### config.mk
export PLATFORM = sky130hd
export DESIGN_NAME = instr_fetch_flat
export DESIGN_NICKNAME = d
export VERILOG_FILES = /design/src/rtl/instr_fetch_pkg.sv /design/src/rtl/instr_fetch_if.sv /design/src/rtl/instr_fetch_if_id_reg.sv /design/src/rtl/instr_fetch.sv /design/src/flat_wrapper.sv
export SDC_FILE = /design/constraint.sdc
export NUM_CORES = 1
export LEC_CHECK = 0
export ABC_AREA = 1
export BUFFER_PORTS_ARGS = -buffer_cell sky130_fd_sc_hd__buf_2
export CORE_MARGIN = 10
export CORE_UTILIZATION = 35
export CTS_BUF_LIST = sky130_fd_sc_hd__clkbuf_16
export CTS_CLUSTER_DIAMETER = 100
export DETAILED_ROUTE_END_ITERATION = 7
export HOLD_SLACK_MARGIN = 0.05
export RECOVER_POWER = 25
export SLEW_MARGIN = 30
export SYNTH_ARGS = -nofsm -noshare
export SYNTH_HDL_FRONTEND = slang
export SYNTH_SLANG_ARGS = --single-unit
### constraint.sdc
create_clock -name clk -period 2.7 [get_ports clk]
set_input_delay 0.675 -clock clk [delete_from_list [all_inputs] [get_ports clk]]
set_output_delay 0.675 -clock clk [all_outputs]
set_load 0.005 [all_outputs]
### src/rtl/instr_fetch_pkg.sv
// Shared definitions for the fetch stage: widths, halt word, reset defaults,
// fetch state encoding and the fetch address legality check.
package instr_fetch_pkg;

  localparam int XLEN = 32;
  localparam logic [XLEN-1:0] HALT_WORD = 32'h0000_0000;
  localparam logic [XLEN-1:0] RESET_PC_DEF = 32'h0000_0000;
  localparam int unsigned IMEM_BYTES_DEF = 1024;

  typedef enum logic [1:0] {
    FS_RUN,
    FS_HALT_PEND,
    FS_HALTED,
    FS_FAULT
  } fetch_state_e;

  // A fetch is legal only when word aligned and all four bytes lie inside the ROM.
  // The sum is done in 33 bits so an address near 2^32 cannot wrap into range.
  function automatic logic fetch_addr_bad(input logic [XLEN-1:0] addr,
                                          input int unsigned imem_bytes);
    return (addr[1:0] != 2'b00) ||
           (({1'b0, addr} + 33'd3) >= {1'b0, imem_bytes});
  endfunction

endpackage

### src/rtl/instr_fetch_if.sv
// IF/ID handshake bundle between the fetch stage (master) and the decoder (slave).
interface instr_fetch_if;
  import instr_fetch_pkg::*;

  // valid/ready: a slot transfers on a cycle where id_valid && id_ready; the master
  // holds id_pc/id_inst/id_pc_plus4 stable while id_valid && !id_ready, and may
  // refill the slot in the same cycle it transfers.
  logic            id_valid;
  logic            id_ready;
  logic [XLEN-1:0] id_pc;
  logic [XLEN-1:0] id_inst;
  logic [XLEN-1:0] id_pc_plus4;

  modport master (output id_valid, id_pc, id_inst, id_pc_plus4, input id_ready);
  modport slave  (input id_valid, id_pc, id_inst, id_pc_plus4, output id_ready);

endinterface

### src/rtl/instr_fetch_if_id_reg.sv
// IF/ID pipeline register: one instruction slot with load, flush and stall hold.
module if_id_reg
  import instr_fetch_pkg::*;
(
  input  logic            clk,
  input  logic            rst_n,
  input  logic            flush,
  input  logic            load,
  input  logic [XLEN-1:0] load_pc,
  input  logic [XLEN-1:0] load_inst,
  instr_fetch_if.master   id
);

  // Flush beats load; without a load the slot empties once the decoder takes it.
  always_ff @(posedge clk or negedge rst_n) begin
    if (!rst_n) begin
      id.id_valid    <= 1'b0;
      id.id_pc       <= '0;
      id.id_inst     <= '0;
      id.id_pc_plus4 <= '0;
    end else if (flush) begin
      id.id_valid <= 1'b0;
    end else if (load) begin
      id.id_valid    <= 1'b1;
      id.id_pc       <= load_pc;
      id.id_inst     <= load_inst;
      id.id_pc_plus4 <= load_pc + 32'd4;
    end else if (id.id_ready) begin
      id.id_valid <= 1'b0;
    end
  end

endmodule

### src/rtl/instr_fetch.sv
// Fetch stage: owns the PC, addresses the instruction ROM, fills the IF/ID slot,
// and handles redirects, the halt word and fetch faults.
module instr_fetch
  import instr_fetch_pkg::*;
#(
  parameter logic [XLEN-1:0] RESET_PC   = RESET_PC_DEF,
  parameter int unsigned     IMEM_BYTES = IMEM_BYTES_DEF
) (
  input  logic            clk,
  input  logic            rst_n,
  output logic [XLEN-1:0] imem_addr,
  input  logic [XLEN-1:0] imem_inst,
  input  logic            imem_pc_en,
  instr_fetch_if.master   id,
  input  logic            redirect_valid,
  input  logic [XLEN-1:0] redirect_target,
  input  logic            pipe_empty,
  output logic            halted,
  output logic            fault,
  output logic [XLEN-1:0] fault_addr,
  output logic [XLEN-1:0] fetch_count,
  output fetch_state_e    fetch_state
);

  logic [XLEN-1:0] pc;
  fetch_state_e    state;
  logic            redirect_bad;
  logic            pc_bad;
  logic            slot_free;
  logic            flush;
  logic            load;

  assign imem_addr    = pc;
  assign fetch_state  = state;
  assign redirect_bad = fetch_addr_bad(redirect_target, IMEM_BYTES);
  assign pc_bad       = fetch_addr_bad(pc, IMEM_BYTES);
  assign slot_free    = !id.id_valid || id.id_ready;

  always_comb begin
    flush = 1'b0;
    load  = 1'b0;
    case (state)
      FS_RUN: begin
        if (redirect_valid || pc_bad) flush = 1'b1;
        else if (slot_free && imem_pc_en) load = 1'b1;
      end
      FS_HALT_PEND: flush = redirect_valid;
      default: ;
    endcase
  end

  if_id_reg u_if_id_reg (
    .clk       (clk),
    .rst_n     (rst_n),
    .flush     (flush),
    .load      (load),
    .load_pc   (pc),
    .load_inst (imem_inst),
    .id        (id)
  );

  // A redirect seen in HALT_PEND means the zero word was fetched speculatively.
  always_ff @(posedge clk or negedge rst_n) begin
    if (!rst_n) begin
      state       <= FS_RUN;
      pc          <= RESET_PC;
      halted      <= 1'b0;
      fault       <= 1'b0;
      fault_addr  <= '0;
      fetch_count <= '0;
    end else begin
      case (state)
        FS_RUN, FS_HALT_PEND: begin
          if (redirect_valid) begin
            if (redirect_bad) begin
              state      <= FS_FAULT;
              fault      <= 1'b1;
              fault_addr <= redirect_target;
            end else begin
              state <= FS_RUN;
              pc    <= redirect_target;
            end
          end else if (state == FS_HALT_PEND) begin
            if (pipe_empty && !id.id_valid) begin
              state  <= FS_HALTED;
              halted <= 1'b1;
            end
          end else if (pc_bad) begin
            state      <= FS_FAULT;
            fault      <= 1'b1;
            fault_addr <= pc;
          end else if (slot_free) begin
            if (imem_pc_en) begin
              pc          <= pc + 32'd4;
              fetch_count <= fetch_count + 32'd1;
            end else begin
              state <= FS_HALT_PEND;
            end
          end
        end
        default: ;
      endcase
    end
  end

endmodule

### src/flat_wrapper.sv
// flat-port wrapper written by rule: the top's interface ports become plain ports
module instr_fetch_flat import instr_fetch_pkg::*;
#(
  parameter logic [XLEN-1:0] RESET_PC   = RESET_PC_DEF,
  parameter int unsigned     IMEM_BYTES = IMEM_BYTES_DEF
)
  (clk, rst_n, imem_addr, imem_inst, imem_pc_en, redirect_valid, redirect_target, pipe_empty, halted, fault, fault_addr, fetch_count, fetch_state, id_id_valid, id_id_pc, id_id_inst, id_id_pc_plus4, id_id_ready);
  instr_fetch_if id_i ();
  input  logic clk;
  input  logic rst_n;
  output logic [XLEN-1:0] imem_addr;
  input  logic [XLEN-1:0] imem_inst;
  input  logic imem_pc_en;
  input  logic redirect_valid;
  input  logic [XLEN-1:0] redirect_target;
  input  logic pipe_empty;
  output logic halted;
  output logic fault;
  output logic [XLEN-1:0] fault_addr;
  output logic [XLEN-1:0] fetch_count;
  output fetch_state_e fetch_state;
  output wire logic [$bits(id_i.id_valid)-1:0] id_id_valid;
  output wire logic [$bits(id_i.id_pc)-1:0] id_id_pc;
  output wire logic [$bits(id_i.id_inst)-1:0] id_id_inst;
  output wire logic [$bits(id_i.id_pc_plus4)-1:0] id_id_pc_plus4;
  input wire logic [$bits(id_i.id_ready)-1:0] id_id_ready;
  assign id_id_valid = id_i.id_valid;
  assign id_id_pc = id_i.id_pc;
  assign id_id_inst = id_i.id_inst;
  assign id_id_pc_plus4 = id_i.id_pc_plus4;
  assign id_i.id_ready = id_id_ready;
  instr_fetch #(.RESET_PC(RESET_PC), .IMEM_BYTES(IMEM_BYTES)) u_core (.clk(clk), .rst_n(rst_n), .imem_addr(imem_addr), .imem_inst(imem_inst), .imem_pc_en(imem_pc_en), .id(id_i), .redirect_valid(redirect_valid), .redirect_target(redirect_target), .pipe_empty(pipe_empty), .halted(halted), .fault(fault), .fault_addr(fault_addr), .fetch_count(fetch_count), .fetch_state(fetch_state));
endmodule
==> results of run 1 <==
## cells in the final DEF (no fill, tap or decap), types with 3 or more instances in the layout
master     synthesis  final
a21oi_1           27     24
buf_12             0      9
nand3_4            0      3
nor4_1             7      7
dfrtp_2            0      5
buf_4              6     87
nand2_2            3     12
inv_2              3      3
dfrtp_1          195    190
nand3_1           57     47
buf_6              4      3
clkinv_8           0      4
and2_1             3      3
nand3b_1           9      9
o21ai_0           75     73
nand3_2            3     10
xor2_1            34     34
inv_8              0      3
buf_2             10    265
o21ai_1           40     42
xnor2_1           11     11
nand4_1           47     47
nor2_1           200    181
nor3_1            18     18
nor2_2             7     16
inv_6              0      4
o21bai_1           3      3
nand2_1          435    424
clkbuf_16          0     22
inv_1            192    192
nor2_4             3     13
## routing by layer
layer  track usage [%]  part of all wire [%]
met5                 0                     0
met4              5.32                   1.9
met3              4.06                   7.3
met2              31.0                    47
met1              24.6                    44
## stage by stage
step	utilization, %	TNS (ns)
final	47.8	0
after global placement	44.2	-1.98
after floorplan	-	0
after detailed placement	44.2	-6.84
after global routing	47.8	-2.08
after CTS	46.5	0
## path summary, 6_finish.rpt
path	endpoint	slack, ns	cells past startpoint
min in group asynchronous	u_core.u_if_id_reg.id.id_pc_plus4[11]	0.72	1
setup / recovery	u_core.imem_addr[9]	0.06	16
hold / removal	u_core.u_if_id_reg.id.id_inst[27]	0.46	3
max in group asynchronous	u_core.u_if_id_reg.id.id_pc_plus4[2]	0.49	2
hold reg to reg	u_core.fault_addr[14]	0.47	2
setup reg to reg	u_core.imem_addr[9]	0.06	16
## where the power goes
group | internal, uW | switching (uW) | leakage [uW]
clock | 1430 | 1300 | 0.000310
combinational | 146 | 248 | 0.00470
sequential | 2950 | 18.8 | 0.00225
total | 4520 | 1570 | 0.00726
## area by class of cell
class                      count  area (um2)  share of cell area (%)
clock inverter                15         208                    1.50
clock buffer                  17         425                    3.08
sequential                   195        4890                    35.3
timing repair buffer         374        2350                    17.0
antenna                        2        5.00                  0.0362
multi-input combinational    986        4720                    34.2
inverter                     197         739                    5.35
tap                          384         480                    3.48
## cell families after synthesis
logic type                 share of synthesized area [%]
AOI/OAI and AO/OA                                   7.24
DFF                                                 47.2
and+or+nand+nor                                     32.0
adders and majority gates                          0.242
xor gates and xnor gates                            3.81
buffers and inverters                               9.46
## worst max-delay path: stages, from the launching register on
cell and delay, ns:
dfrtp_2 0.42, nand2_1 0.13, nor2_2 0.29, nand2_1 0.15, nor2_1 0.18, nand2_1 0.06, nand2_1 0.05, nand2_1 0.05
nor2_1 0.08, nand3_1 0.12, nor2_4 0.15, buf_6 0.12, nand4_1 0.20, nand2_4 0.24, clkbuf_16 0.19, nand3_1 0.06
nand2_1 0.07
## what timing repair did
action / 4_1_cts / 5_1_grt
setup buffers: 1 / 7
pin swaps: 1 / 24
gates cloned: 0 / 5
gates resized for setup: 13 / 58
endpoints found under the setup margin: 108 / 190
## registers in the layout, indices dropped and copies added, names as in the netlist
register / flops
u_core.u_if_id_reg.id.id_pc_plus4: 30
u_core.fetch_state: 2
u_core.u_if_id_reg.id.id_inst: 32
u_core.fetch_count: 32
u_core.imem_addr: 32
u_core.u_if_id_reg.id.id_pc: 32
u_core.halted: 1
u_core.fault_addr: 32
u_core.fault: 1
u_core.u_if_id_reg.id.id_valid: 1
==> Implementation_results.wiki, run 1 <==
{| class="wikitable"
! Metric !! Value
|-
| Hold Worst Slack || 0.458 ns
|-
| RSZ-0062 raised after global routing || yes
|-
| Number of nets produced by synthesis || 1496
|-
| Maximum number of pins on one net before global-route repair || 71
|-
| Clock period minus worst slack || 2.64 ns
|-
| Number of max-capacitance violations reported || 1
|-
| Placed Cells || 2124
|-
| Critical path data arrival time || 3.03 ns
|-
| Violated checks || capacitance limit, slew limit
|-
| Setup Crit Path Kind || reg2reg
|-
| Final setup violation count || 0
|-
| Hold-fix buffer count after cts || 0
|-
| Startpoint types || flop
|-
| Largest fanout on the critical path || 7
|-
| Vias || 10375
|-
| Area added between synthesis and finish || 33.8%
|-
| Number of synthesized register bits || 195
|-
| Clock buffer count from CTS || 17
|-
| Peak supply drop || 0.430 mV
|-
| Residual DRC count || 0
|-
| Share of final-layout standard cells stronger than drive strength 1 || 26.5%
|-
| Gate Count Post-Synth || 1424
|-
| Dominant cell by count in the synthesized netlist || nand2_1
|-
| Total standard cell area after synthesis || 10300 um2
|-
| Post-route cell area || 13800 um2
|-
| Source of the worst hold timing path || imem_inst[27]
|-
| Worst clock skew on the final layout || 0.0111 ns
|-
| Timing startpoint of the critical path || u_core.imem_addr[5]
|-
| Total track usage || 18.9%
|-
| Clock Sink Count || 195
|-
| Post-detailed-route via-to-cell ratio || 4.78
|-
| Clock Latency Late Sink || 0.45 ns
|-
| Ranking of synthesized cells by area || dfrtp_1, nand2_1, nor2_1
|-
| Core Footprint || 28900 um2
|-
| Clock-pin slew on the worst setup and hold paths || 0.08 ns
|-
| Final wirelength || 36000 um
|-
| Area of the die || 36800 um2
|-
| Global-route wire length before repair || 55400 um
|-
| Weighted congestion at the end of routability-driven global placement || 0.931
|-
| F_max || 0.379 GHz
|-
| Max-slew headroom || -26.5%
|-
| Seq/Total Area, Yosys || 47.2%
|-
| Number of fillers in the final layout || 2973
|-
| NumNets Final || 1843
|-
| Number of distinct library cells after synthesis || 30
|-
| Worst flop-to-flop path startpoint || u_core.imem_addr[5]
|-
| Number of input and output port buffers inserted || 266
|-
| Instance area at placement || 12800 um2
|-
| Site row count || 62
|-
| Outcome || complete, but fails checks
|-
| Kind of end point of the critical path || flop
|-
| H-tree lvl count || 4
|-
| Number of enable flip-flop cells after synthesis || 0
|-
| Count of nets left with antenna violations after detail routing || 0
|-
| Pwr Density || 441 nW/um2
|-
| Clock tree root buffer cell || clkbuf_16
|-
| CP Data Required Time || 3.09 ns
|-
| Number of search-and-repair iterations in the first detailed-routing pass || 5
|-
| Power consumption || 6090 uW
|-
| CTS max path bufs || 2
|-
| TritonCTS clock tree || done
|-
| DIE HEIGHT || 192 um
|-
| Post-Synthesis Mean Instance Area || 7.26 um2
|-
| Slew at the pin closest to its max-slew limit || 1.90 ns
|-
| Period utilisation layout || 97.8%
|-
| Most numerous cell types in the synthesized netlist || nand2_1, nor2_1, dfrtp_1, inv_1, o21ai_0
|-
| Cell type contributing the most total cell area after synthesis || dfrtp_1
|-
| Post-Place Worst Slack || -0.212 ns
|-
| GRT overflow || 0
|-
| Hold violation total from the final report || 0
|-
| FFs w/ async S/R, synth || 100%
|-
| Starting utilization of the core area || 35.7%
|-
| Synth Flop Type || dfrtp_1
|-
| Number of slew-limit violations in the final report || 69
|-
| Number of antenna violations at the first check in global routing || 0
|-
| Worst path setup slack after routing || 0.0602 ns
|-
| Leak Pwr || 0.00726 uW
|-
| Post-detail-place hpwl || 28000 um
|-
| WL/cell || 16.6 um
|-
| Number of synthesis warnings || 0
|-
| Number of global-route vias before repair || 10100
|-
| 1st-iter DRT viols || 798
|-
| Die Width || 192 um
|-
| Final Instance Count excl. Fillers || 2170
|-
| Path type of the worst min-delay path || in2reg
|-
| Synth top area share || 47.2%
|-
| Ports || 267
|}
Power figures use the tool's default switching activity.
==> run 2: changes to the inputs <==
REMOVE_ABC_BUFFERS = 1   (was not set)
==> run 2 against run 1 <==
The run now ends clean; maximum frequency increased by 0.67%; worst setup slack improved by 0.018 ns; total power decreased by 5.2%; clock skew up 0.0025 ns; largest power group unchanged.
==> Implementation_results.wiki, run 2 (synthesis gave the netlist of run 1 again) <==
{| class="wikitable"
! Metric !! Value
|-
| Outcome || complete, no violations
|-
| Worst flop-to-flop path startpoint || u_core.imem_addr[3]
|-
| Post-detailed-route via-to-cell ratio || 4.77
|-
| Final wirelength || 35000 um
|-
| Largest incremental delay on the critical path || 0.43 ns
|-
| F_max || 0.381 GHz
|-
| Hold violation total from the final report || 0
|-
| Total negative setup slack || 0 ns
|-
| Startpoint types || flop
|-
| Share of final-layout standard cells stronger than drive strength 1 || 26.6%
|-
| R2R Setup Slk || 0.08 ns
|-
| Cell seen most often among critical-path stages || nor2_4
|-
| Source of the worst hold timing path || imem_inst[11]
|-
| Worst reg2reg path depth || 15
|-
| 1st-iter DRT viols || 680
|-
| Buffer and inverter count on the worst path || 3
|-
| Clock period minus worst slack || 2.62 ns
|-
| Path type of the worst min-delay path || in2reg
|-
| CTS max path bufs || 2
|-
| Area of the die || 36800 um2
|-
| Count of nets left with antenna violations after detail routing || 0
|-
| Residual DRC count || 0
|-
| Number of stages on the worst hold path || 3
|-
| WL/cell || 16.1 um
|-
| Kind of end point of the critical path || flop
|-
| Total track usage || 18.5%
|-
| Setup Crit Path Kind || reg2reg
|-
| DIE HEIGHT || 192 um
|-
| Peak supply drop || 0.425 mV
|-
| Period utilisation layout || 97.1%
|-
| Post-route cell area || 13700 um2
|-
| Leak Pwr || 0.00723 uW
|-
| Slew at the pin closest to its max-slew limit || 1.40 ns
|-
| Dominant delay contributor by cell family on the critical path || simple AND/OR/NAND/NOR gates
|-
| End of the worst register-to-register path || u_core.imem_addr[18]
|-
| Area added between synthesis and finish || 32.5%
|-
| Clock Latency Late Sink || 0.45 ns
|-
| Worst path cell trace || ha_4, nand3_4, nor2_4, inv_2, nor2_4, xor2_1, nand2_1, nor2_2, nand2_2, nor2_4, buf_6, nand4_1, nand2_4, buf_8, a21oi_1
|-
| Final setup violation count || 0
|-
| NumNets Final || 1844
|-
| Number of input and output port buffers inserted || 266
|-
| Hold-fix buffer count after cts || 0
|-
| Clock buffer count from CTS || 17
|-
| Clock tree root buffer cell || clkbuf_16
|-
| Largest fanout on the critical path || 11
|-
| Global-route wire length before repair || 54200 um
|-
| TritonCTS clock tree || done
|-
| Hold Path End || u_core.u_if_id_reg.id.id_inst[11]
|-
| Number of slew-limit violations in the final report || 0
|-
| GRT overflow || 0
|-
| Weighted congestion at the end of routability-driven global placement || 0.943
|-
| Ports || 267
|-
| Clock Sink Count || 195
|-
| Post-detail-place hpwl || 27700 um
|-
| Starting utilization of the core area || 35.7%
|-
| Commonest non-fill, non-tap cell in the layout || nand2_1
|-
| Leading cell types in the layout, fill and taps excluded || nand2_1, buf_2, inv_1
|-
| CP Data Required Time || 3.01 ns
|-
| Site row count || 62
|-
| Die Width || 192 um
|-
| Number of max-capacitance violations reported || 0
|-
| H-tree lvl count || 4
|-
| Pwr Density || 422 nW/um2
|-
| Critical path data arrival time || 2.93 ns
|-
| Number of search-and-repair iterations in the first detailed-routing pass || 5
|-
| Worst clock skew on the final layout || 0.0136 ns
|-
| Post-Place Worst Slack || -0.254 ns
|-
| RSZ-0062 raised after global routing || yes
|-
| Instance area at placement || 12700 um2
|-
| Clock-pin slew on the worst setup and hold paths || 0.08 ns
|-
| Vias || 10347
|-
| Core Footprint || 28900 um2
|-
| Slowest cell on the critical path || dfrtp_2
|-
| Maximum number of pins on one net before global-route repair || 57
|-
| Number of antenna violations at the first check in global routing || 0
|-
| Worst path setup slack after routing || 0.0778 ns
|-
| Number of global-route vias before repair || 10038
|-
| Max-slew headroom || 6.39%
|}
run 2: changes by cell type in the layout (fill, tap and decap cells not counted), sizes merged, moves of 2 or more:
cell	previous run	this run
clkinvlp	0	2
clkbuf	26	24
bufinv	2	0
clkinv	8	6
buf	365	368
run 2: layer usage:
layer  vias up  wire [um]  share of wire (%)  GRT usage [%]
met5         -          0                  0              0
met4         0        472                1.3           4.00
met3        36       3010                8.6           5.17
met2       350      16500                 47           30.2
met1      4817      15000                 43           23.8
li1       5144          -                  -              -
run 2: through the flow:
step | total power [uW] | utilization, % | hold slack [ns] | cells
floorplan | 3140 | - | 0.379 | 1378
global placement | 3410 | 44.0 | 0.446 | 2123
detailed placement | 3410 | 44.0 | 0.456 | 2123
CTS | 5870 | 45.9 | 0.214 | 2154
global route | 6030 | 47.3 | 0.449 | 2168
finish | 5780 | 47.3 | 0.461 | 2169
run 2: final cells by class:
class,count,area [um2]
tap,384,480
fill,2935,15200
inverter,197,742
multi-input combinational,986,4720
clock buffer,17,425
antenna,1,2.50
clock inverter,14,126
timing repair buffer,375,2300
sequential,195,4890
run 2: worst max path at each step:
stage                                   start                               end  slack, ns  cells past startpoint
final                     u_core.imem_addr[3]              u_core.imem_addr[18]       0.08                     15
after global routing      u_core.imem_addr[2]  u_core.u_if_id_reg.id.id_inst[8]       -0.1                     18
after CTS                 u_core.imem_addr[5]               u_core.imem_addr[8]       0.02                     17
after detailed placement   redirect_target[8]               u_core.imem_addr[6]      -0.25                     18
after global placement    redirect_target[11]               u_core.imem_addr[6]      -0.20                     18
after floorplan                redirect_valid              u_core.fault_addr[0]      -2.03                      5
run 2: tightest hold or removal path, stage by stage:
cell	delay, ns
buf_2	0.10
inv_1	0.04
o21ai_1	0.06
run 2: repair_timing:
action | in CTS | in global routing
pin swaps | 0 | 21
gates resized for setup | 3 | 80
setup endpoints to repair | 40 | 181
cloned | 0 | 3
setup buffers | 0 | 11
run 2: power breakdown:
part	switching, uW	leakage, uW	internal, uW
sequential	19.7	0.00225	2950
clock	1220	0.000270	1210
combinational	236	0.00470	139
